$ cat src/rtl/aes_pkg.sv
`default_nettype none
// ============================================================================
// Module      : aes_pkg
// Description : Shared constants, FSM encoding and helpers for the AES-128
//               key schedule and round datapath.
// Revision    : 1.0 - initial release
// ============================================================================
package aes_pkg;

    localparam int NR    = 10;
    localparam int KEY_W = 128;

    // Key-schedule FSM encoding
    localparam logic [1:0] IDLE   = 2'd0;
    localparam logic [1:0] EXPAND = 2'd1;
    localparam logic [1:0] READY  = 2'd2;

    // Round constants indexed by round number; round 0 has no constant
    localparam logic [7:0] RCON [0:10] = '{
        8'h00, 8'h01, 8'h02, 8'h04, 8'h08, 8'h10,
        8'h20, 8'h40, 8'h80, 8'h1b, 8'h36
    };

    // Multiply by x in GF(2^8) modulo the AES polynomial
    function automatic logic [7:0] xtime(input logic [7:0] b);
        return {b[6:0], 1'b0} ^ (b[7] ? 8'h1b : 8'h00);
    endfunction

    // Round constant for any 4-bit index; out-of-range rounds give zero
    function automatic logic [7:0] rcon_lookup(input logic [3:0] idx);
        logic [7:0] r;
        r = 8'h00;
        if (idx <= 4'd10) begin
            r = RCON[idx];
        end
        return r;
    endfunction

endpackage
`default_nettype wire

$ cat src/rtl/aes_sbox.sv
`default_nettype none
// ============================================================================
// Module      : aes_sbox
// Description : Combinational AES forward S-box (8-bit lookup). Shared by the
//               key schedule (SubWord) and the round datapath (SubBytes).
// Revision    : 1.0 - initial release
// ============================================================================
module aes_sbox (
    input  logic [7:0] in_byte,
    output logic [7:0] out_byte
);

    // Byte 0x00 occupies the most significant 8 bits, one row of 16 per line
    localparam logic [2047:0] SBOX = {
        128'h637c777bf26b6fc53001672bfed7ab76,
        128'hca82c97dfa5947f0add4a2af9ca472c0,
        128'hb7fd9326363ff7cc34a5e5f171d83115,
        128'h04c723c31896059a071280e2eb27b275,
        128'h09832c1a1b6e5aa0523bd6b329e32f84,
        128'h53d100ed20fcb15b6acbbe394a4c58cf,
        128'hd0efaafb434d338545f9027f503c9fa8,
        128'h51a3408f929d38f5bcb6da2110fff3d2,
        128'hcd0c13ec5f974417c4a77e3d645d1973,
        128'h60814fdc222a908846eeb814de5e0bdb,
        128'he0323a0a4906245cc2d3ac629195e479,
        128'he7c8376d8dd54ea96c56f4ea657aae08,
        128'hba78252e1ca6b4c6e8dd741f4bbd8b8a,
        128'h703eb5664803f60e613557b986c11d9e,
        128'he1f8981169d98e949b1e87e9ce5528df,
        128'h8ca1890dbfe6426841992d0fb054bb16
    };

    logic [10:0] top_bit;

    // Locate the entry's most significant bit and slice the byte downward
    always_comb begin
        top_bit  = 11'd2047 - {in_byte, 3'b000};
        out_byte = SBOX[top_bit -: 8];
    end

endmodule
`default_nettype wire

$ cat src/rtl/aes_key_expand.sv
`default_nettype none
// ============================================================================
// Module      : aes_key_expand
// Description : Iterative AES-128 key schedule. A load pulse expands the
//               cipher key into 11 round keys, one per clock, held in a
//               buffer with a zero-latency indexed read port.
// Revision    : 1.0 - initial release
// ============================================================================
module aes_key_expand #(
    parameter int NR    = aes_pkg::NR,
    parameter int KEY_W = aes_pkg::KEY_W
) (
    input  logic             clk,
    input  logic             rst,
    input  logic             load_i,
    input  logic [KEY_W-1:0] key_i,
    input  logic [3:0]       rd_idx_i,
    output logic [KEY_W-1:0] rk_o,
    output logic [7:0]       rcon_o,
    output logic             busy_o,
    output logic             ready_o
);
    import aes_pkg::*;

    // Only the AES-128 schedule is implemented
    if (NR != 10 || KEY_W != 128) begin : g_bad_cfg
        $error("aes_key_expand supports only NR=10 and KEY_W=128");
    end

    logic [1:0]       state;
    logic [1:0]       state_nxt;
    logic [3:0]       idx;
    logic [7:0]       rcon;
    logic             busy;
    logic             ready;
    logic             start;
    logic [KEY_W-1:0] rk [0:NR];
    logic [KEY_W-1:0] prev_key;
    logic [KEY_W-1:0] next_key;
    logic [31:0]      rot_word;
    logic [31:0]      sub_word;
    logic [31:0]      t_word;
    logic [31:0]      w0;
    logic [31:0]      w1;
    logic [31:0]      w2;
    logic [31:0]      w3;

    // A load is accepted only when no expansion is in flight
    assign start = load_i && ((state == IDLE) || (state == READY));

    // Select rk[idx-1] as the source for the key being generated
    always_comb begin
        prev_key = '0;
        for (int i = 0; i < NR; i++) begin
            if (idx == 4'(i + 1)) begin
                prev_key = rk[i];
            end
        end
    end

    assign w0       = prev_key[127:96];
    assign w1       = prev_key[95:64];
    assign w2       = prev_key[63:32];
    assign w3       = prev_key[31:0];
    assign rot_word = {w3[23:0], w3[31:24]};

    for (genvar b = 0; b < 4; b++) begin : g_subword
        aes_sbox u_sbox (
            .in_byte  (rot_word[8*b +: 8]),
            .out_byte (sub_word[8*b +: 8])
        );
    end

    // One round of the word recurrence; each word chains from the previous
    always_comb begin
        t_word   = sub_word ^ {rcon, 24'h0};
        next_key = '0;
        next_key[127:96] = w0 ^ t_word;
        next_key[95:64]  = w1 ^ next_key[127:96];
        next_key[63:32]  = w2 ^ next_key[95:64];
        next_key[31:0]   = w3 ^ next_key[63:32];
    end

    // FSM next-state: loads ignored while expanding
    always_comb begin
        state_nxt = state;
        case (state)
            IDLE:    if (start) state_nxt = EXPAND;
            EXPAND:  if (idx == 4'(NR)) state_nxt = READY;
            READY:   if (start) state_nxt = EXPAND;
            default: state_nxt = IDLE;
        endcase
    end

    // State, index, round constant and state-decoded status flags
    always_ff @(posedge clk or posedge rst) begin
        if (rst) begin
            state <= IDLE;
            idx   <= 4'd0;
            rcon  <= 8'h01;
            busy  <= 1'b0;
            ready <= 1'b0;
        end else begin
            state <= state_nxt;
            busy  <= (state_nxt == EXPAND);
            ready <= (state_nxt == READY);
            if (start) begin
                idx  <= 4'd1;
                rcon <= 8'h01;
            end else if (state == EXPAND) begin
                idx  <= idx + 4'd1;
                rcon <= xtime(rcon);
            end
        end
    end

    // Round-key buffer: rk[0] on load, rk[idx] on each expansion edge
    always_ff @(posedge clk or posedge rst) begin
        if (rst) begin
            for (int i = 0; i <= NR; i++) begin
                rk[i] <= '0;
            end
        end else if (start) begin
            rk[0] <= key_i;
        end else if (state == EXPAND) begin
            for (int i = 1; i <= NR; i++) begin
                if (idx == 4'(i)) begin
                    rk[i] <= next_key;
                end
            end
        end
    end

    // Zero-latency read port; indices beyond the last round read as zero
    always_comb begin
        rk_o = '0;
        for (int i = 0; i <= NR; i++) begin
            if (rd_idx_i == 4'(i)) begin
                rk_o = rk[i];
            end
        end
    end

    assign rcon_o  = rcon_lookup(rd_idx_i);
    assign busy_o  = busy;
    assign ready_o = ready;

endmodule
`default_nettype wire

$ cat config.mk
export PLATFORM = sky130hd
export DESIGN_NAME = aes_key_expand
export DESIGN_NICKNAME = d
export VERILOG_FILES = /design/src/rtl/aes_pkg.sv /design/src/rtl/aes_sbox.sv /design/src/rtl/aes_key_expand.sv
export SDC_FILE = /design/constraint.sdc
export NUM_CORES = 2
export LEC_CHECK = 0
export CAP_MARGIN = 0
export CORE_UTILIZATION = 30
export CTS_CLUSTER_SIZE = 25
export DETAILED_ROUTE_END_ITERATION = 16
export HOLD_SLACK_MARGIN = 0.12
export MAX_ROUTING_LAYER = met4
export PLACE_DENSITY = 0.45
export SLEW_MARGIN = 15
export SYNTH_ARGS = -nofsm -noshare
export SYNTH_HDL_FRONTEND = slang
export SYNTH_SLANG_ARGS = --single-unit
$ cat constraint.sdc
create_clock -name clk -period 61.7 [get_ports clk]
set_clock_uncertainty 0.05 [all_clocks]
set_input_delay 15.425 -clock clk [delete_from_list [all_inputs] [get_ports clk]]
set_output_delay 15.425 -clock clk [all_outputs]
set_load 0.03 [all_outputs]
== Word-level counts from Yosys, hierarchy flattened ==
Memories as Yosys holds them, arrays and structs flattened.
Cells that the tools add are included.

* ROM bits: 128
* Input port bits: 135
* Register bits after elaboration: 1424
* Memories: 1
* Bits in writable memories: 0
* Latch bits: 0

* Magnitude comparators: 2
* Reduce and logical (&&, ||, !) cells: 16
* Divide/modulo/power cells: 0
* Equality and inequality tests: 24
* Multipliers: 0
* Shifts and indexed selects: 4
* Mux-type cells: 32
* Add/sub/neg operators: 5
* Bitwise gates (word level): 8

{| class="wikitable"
|+ Memory list
! name !! depth !! bits a word !! read ports !! clocked after Yosys merged registers in !! wr ports !! RTL line !! text
|-
| (no name shown) || 16 || 8 || 1 || 0 || 0 || aes_pkg.sv:34 || <nowiki>r = RCON[idx];</nowiki>
|}

{| class="wikitable"
|+ Operators with widths
! cell !! count
|-
| $shiftx A2055 B12 Y8 const A || 4
|-
| $mux W128 || 21
|-
| $xor A32 B32 Y32 || 5
|-
| $sub A11 B11 Y11 const A || 4
|-
| $mux W8 || 5
|-
| $eq A4 B3 Y1 const B || 8
|-
| $reduce_and A3 Y1 || 10
|-
| $eq A4 B4 Y1 const B || 6
|-
| $eq A4 B2 Y1 const B || 4
|-
| $eq A4 B1 Y1 const B || 2
|-
| $mux W4 || 2
|-
| $xor A8 B5 Y8 || 1
|-
| $ge A5 B5 Y1 const B || 1
|-
| $mux W5 || 1
|-
| $not A4 Y5 || 1
|-
| $add A4 B1 Y4 const B || 1
|-
| $eq A2 B1 Y1 const B || 2
|-
| $eq A2 B2 Y1 const B || 2
|-
| $le A4 B4 Y1 const B || 1
|-
| $logic_not A4 Y1 || 1
|-
| $mux W2 || 2
|-
| $pmux W2 S2 || 1
|-
| $logic_not A2 Y1 || 1
|-
| $reduce_bool A2 Y1 || 1
|-
| 4 further kinds || 4
|}

== Longest topological paths before layout ==
* Depth after elaboration: 18
* Mapped depth: 26
* Mapped depth without buffers: 19

== By module ==
From an unflattened synthesis, not the netlist that was laid out.

* Cell total of the unflattened synthesis: 11292
* Area, all modules: 88936.5 um2

{| class="wikitable"
|+ By module, submodules not included
! module !! area an instance (um2) !! times used !! seq. area each (um2) !! cells an instance
|-
| aes_key_expand || 75193.4 || 1 || 35635.4 || 9088
|-
| aes_sbox || 3435.8 || 4 || 0.0 || 551
|}

== Worst setup path after synthesis ==
OpenSTA, ideal clock, no wires.

* Path type: input port to output port
* Start: in rd_idx_i[0]
* End: out rk_o[103]
* Required time: 46225 ps
* Stages on the path: 8
* Data arrival time: 17628 ps
* Path slack: 28597 ps
* Cell sequence: clkbuf_1 nand2b_1 nor2_1 and2_1 clkbuf_1 buf_1 a21oi_1 a21oi_1

* Cells in the longest elaborated chain, start to end: 12

{| class="wikitable"
|+ Ends and longest elaborated chain
! item !! RTL line !! text
|-
| start: declaration || aes_key_expand.sv:17 || <nowiki>input logic [3:0] rd_idx_i,</nowiki>
|-
| $logic_not A4 Y1 || aes_key_expand.sv:138 || <nowiki>if (rd_idx_i == 4'(i)) begin</nowiki>
|-
| $mux W128 (10 in series) || aes_key_expand.sv:138 ||
|-
| $mux W128 (*) || aes_key_expand.sv:138 ||
|-
| end: declaration || aes_key_expand.sv:18 || <nowiki>output logic [KEY_W-1:0] rk_o,</nowiki>
|}

Every way passes the cells marked *; elsewhere a longest branch is shown, timed or not.

== Worst setup path in the final report ==
* Start: in rd_idx_i[0]
* End: out rk_o[48]

Same word-level chain as after synthesis.

==> metrics.txt <==
status=finished clean; most used cell along the critical path=buf_4; pre-CTS WS=25630 ps; sequential fraction of the synthesis area=41.6%; Core Area=0.283 mm²; Area Growth Syn to Fin=14.7%; Arrival @ worst endpoint=20760 ps; Most used DFF post-synth=dfrtp_1; mux cell area share after synthesis=0.694%; number of global-route vias before repair=85500; CTS resizes=0; Syn Area/Cell=7.99 µm²; Synth area leader=dfrtp_1; total gr overflow=0; Initial Util=30.3%; CP Max Fanout=43; critical path launch point type=input pin; Post-synth ARST share=100%; Residual DRC=0; initial antenna violation count=25; footprint of the multi-input gates=0.0461 mm²; Core Rows=195; DR iter-0 viols=13300; most numerous cell in the Yosys netlist=nand2_1; period utilisation layout=58.7%; Sink Count=1424; RSZ-0062 raised after global routing=false; Fin Setup TNS=0 ps; DR vias/cell=6.33; final design utilization=34.7%; synthesized net count=10900; final antenna-violating net count=0; YS warnings=0; Synth cell types=105; routed len/inst=33.9 µm; GPL Wtd Cong=1.00; # IOs=273; HP Class=reg2reg; CP cell instances=clkdlybuf4s50_1 -> nand2b_1 -> nor3_2 -> buf_4 -> buf_4 -> buf_4 -> a22oi_1 -> nand4_1 -> o21ai_0 -> a31oi_1 -> a21oi_1 -> a21oi_1 -> clkdlybuf4s50_1; die width=536 µm; Total Wirelength=486 mm; Inserted Clock Buffers=176; synthesized-area fraction occupied by and/or/nand/nor cells=17.5%; fmax=27.6 MHz; Setup CP Type=in2out; GRT Resource Usage Total=33.8%; fill cell count=29600; largest net degree at the start of global routing=174; Post-Synthesis Cells=10700; H-tree levels=4; XOR/XNOR Fraction of Synth Area=2.21%; Worst-path clk slew=50 ps; Seq. cell area=0.0356 mm²; global-route wire length before repair=681 mm; Longest Clk Path Bufs=4; Final Hold Viols=0; Slew headroom=8.96%; ranking of synthesized cells by area=dfrtp_1 42%, o21ai_0 10%, nand2_1 9.6%; Synth top area share=41.6%; cts hold-fix bufs=0; root buf cell=clkbuf_16; via count=90600; CP max-delay cell=buf_4; # Max-Cap Violations=0; Worst-Margin Slew=1360 ps; worst skew pair latency=920 ps; total setup buffers inserted after CTS=0; Crit. End Element=output pin; Syn Std Cell Area=0.0857 mm²; Die Y=536 µm; Net count, final=10600; die area=0.288 mm²; final instance area=0.0983 mm²; CP top delay family=buffers and inverters; Post-Place Cell Area=0.0923 mm²; adder-cell share of the synthesized area=0.891%; CTS tree=done; complex-gate fraction of the synthesized area=31.6%; Detail Placement HPWL=300 mm; Setup violations, final=0; worst path bufs/invs=5; fin worst setup slack=25470 ps; Yosys reg bits=1424; # port buffers=272; crit path time final=36230 ps; Final Max Slew Viols=0; largest family of logic cells by synthesized area=compound AO/OA/AOI/OAI gates; DR pass1 iterations=9; Post-synth EDFFs=0; Post-synth top cells=2188 x nand2_1, 1734 x o21ai_0, 1423 x dfrtp_1; WP data required=46220 ps; share of cells above drive strength 1=7.83%; slowest stage delay, CP=900 ps
final timing paths:
kind                              from  endpoint  slack (ps)  cells after the start
min reg2reg                     rk[26]    rk[26]         430                      2
max                        rd_idx_i[0]  rk_o[48]       25470                     13
min in group asynchronous          rst  rk[1317]       15000                      2
max in group asynchronous          rst  rk[1276]       43420                      5
min                             rk[26]    rk[26]         430                      2
max reg2reg                     idx[1]  rk[1160]       51950                     21
sequential cells by signal (all words and copies together) (netlist names):
signal	cells
rk	1408
rcon	8
idx	4
state	2
busy_o	1
ready_o	1
metrics by stage:
stage | instances | hold WS (ps)
final | 14300 | 426
after detailed placement | 14000 | 421
after CTS | 14300 | 433
after global routing | 14300 | 450
after floorplan | 10700 | 399
after global placement | 14000 | 412
cell type report:
class                   instances  share of cell area [%]
diodes                         20                  0.0509
well taps                    3743                    4.76
clock buffers                 251                    5.14
repair buffers                633                    5.82
clock inverters                57                   0.860
flip-flops and latches       1424                    36.3
inverters                      53                   0.211
multi-input cells            8146                    46.9
layer usage:
layer / vias to the layer above / GRT usage [%] / share of wire, %
met5: - / - / 0
met4: 0 / 17.0 / 5.7
met3: 1239 / 7.07 / 9.8
met1: 45100 / 44.1 / 41
met2: 5654 / 49.3 / 43
li1: 38700 / - / -
kinds of logic after synthesis:
| group | Yosys count |
|---|---|
| compound gates | 4309 |
| simple gates | 3513 |
| flops | 1424 |
| buf+inv | 1146 |
| xor+xnor | 208 |
| fa+ha+maj | 61 |
| mux | 55 |
cells in the final DEF (no fill, tap or decap), types with 74 or more instances in the layout:
master	Yosys	final
o211ai_1	211	211
dfrtp_1	1423	1421
a221oi_1	153	152
xnor2_1	133	118
nand4_1	190	190
clkbuf_16	0	176
o22ai_1	97	96
nor3_1	133	125
a311oi_1	74	74
a31oi_1	213	212
o21ai_0	1734	1731
buf_4	38	337
a22oi_1	419	418
nor2_1	551	541
a211oi_1	106	104
a21oi_1	681	678
clkdlybuf4s50_1	0	272
nand3_1	161	159
nand2_1	2188	2174
worst register-to-register path: stages, from the launching register on:
cell and delay [ps]:
dfrtp_1 470, inv_1 150, ha_4 540, clkinv_1 660, buf_4 470, o221a_2 220, a221oi_1 730, nand2_1 730
ha_1 530, buf_4 240, o31ai_1 310, o211ai_1 200, a2111oi_0 1130, a311oi_1 130, a211o_1 350, mux2i_2 680
xnor2_2 340, buf_4 300, xnor2_1 180, buf_4 280, xnor2_1 670, o21ai_0 220
Power is not shown: default switching activity piles up to over one toggle a cycle in this logic, so the estimate is an artifact.
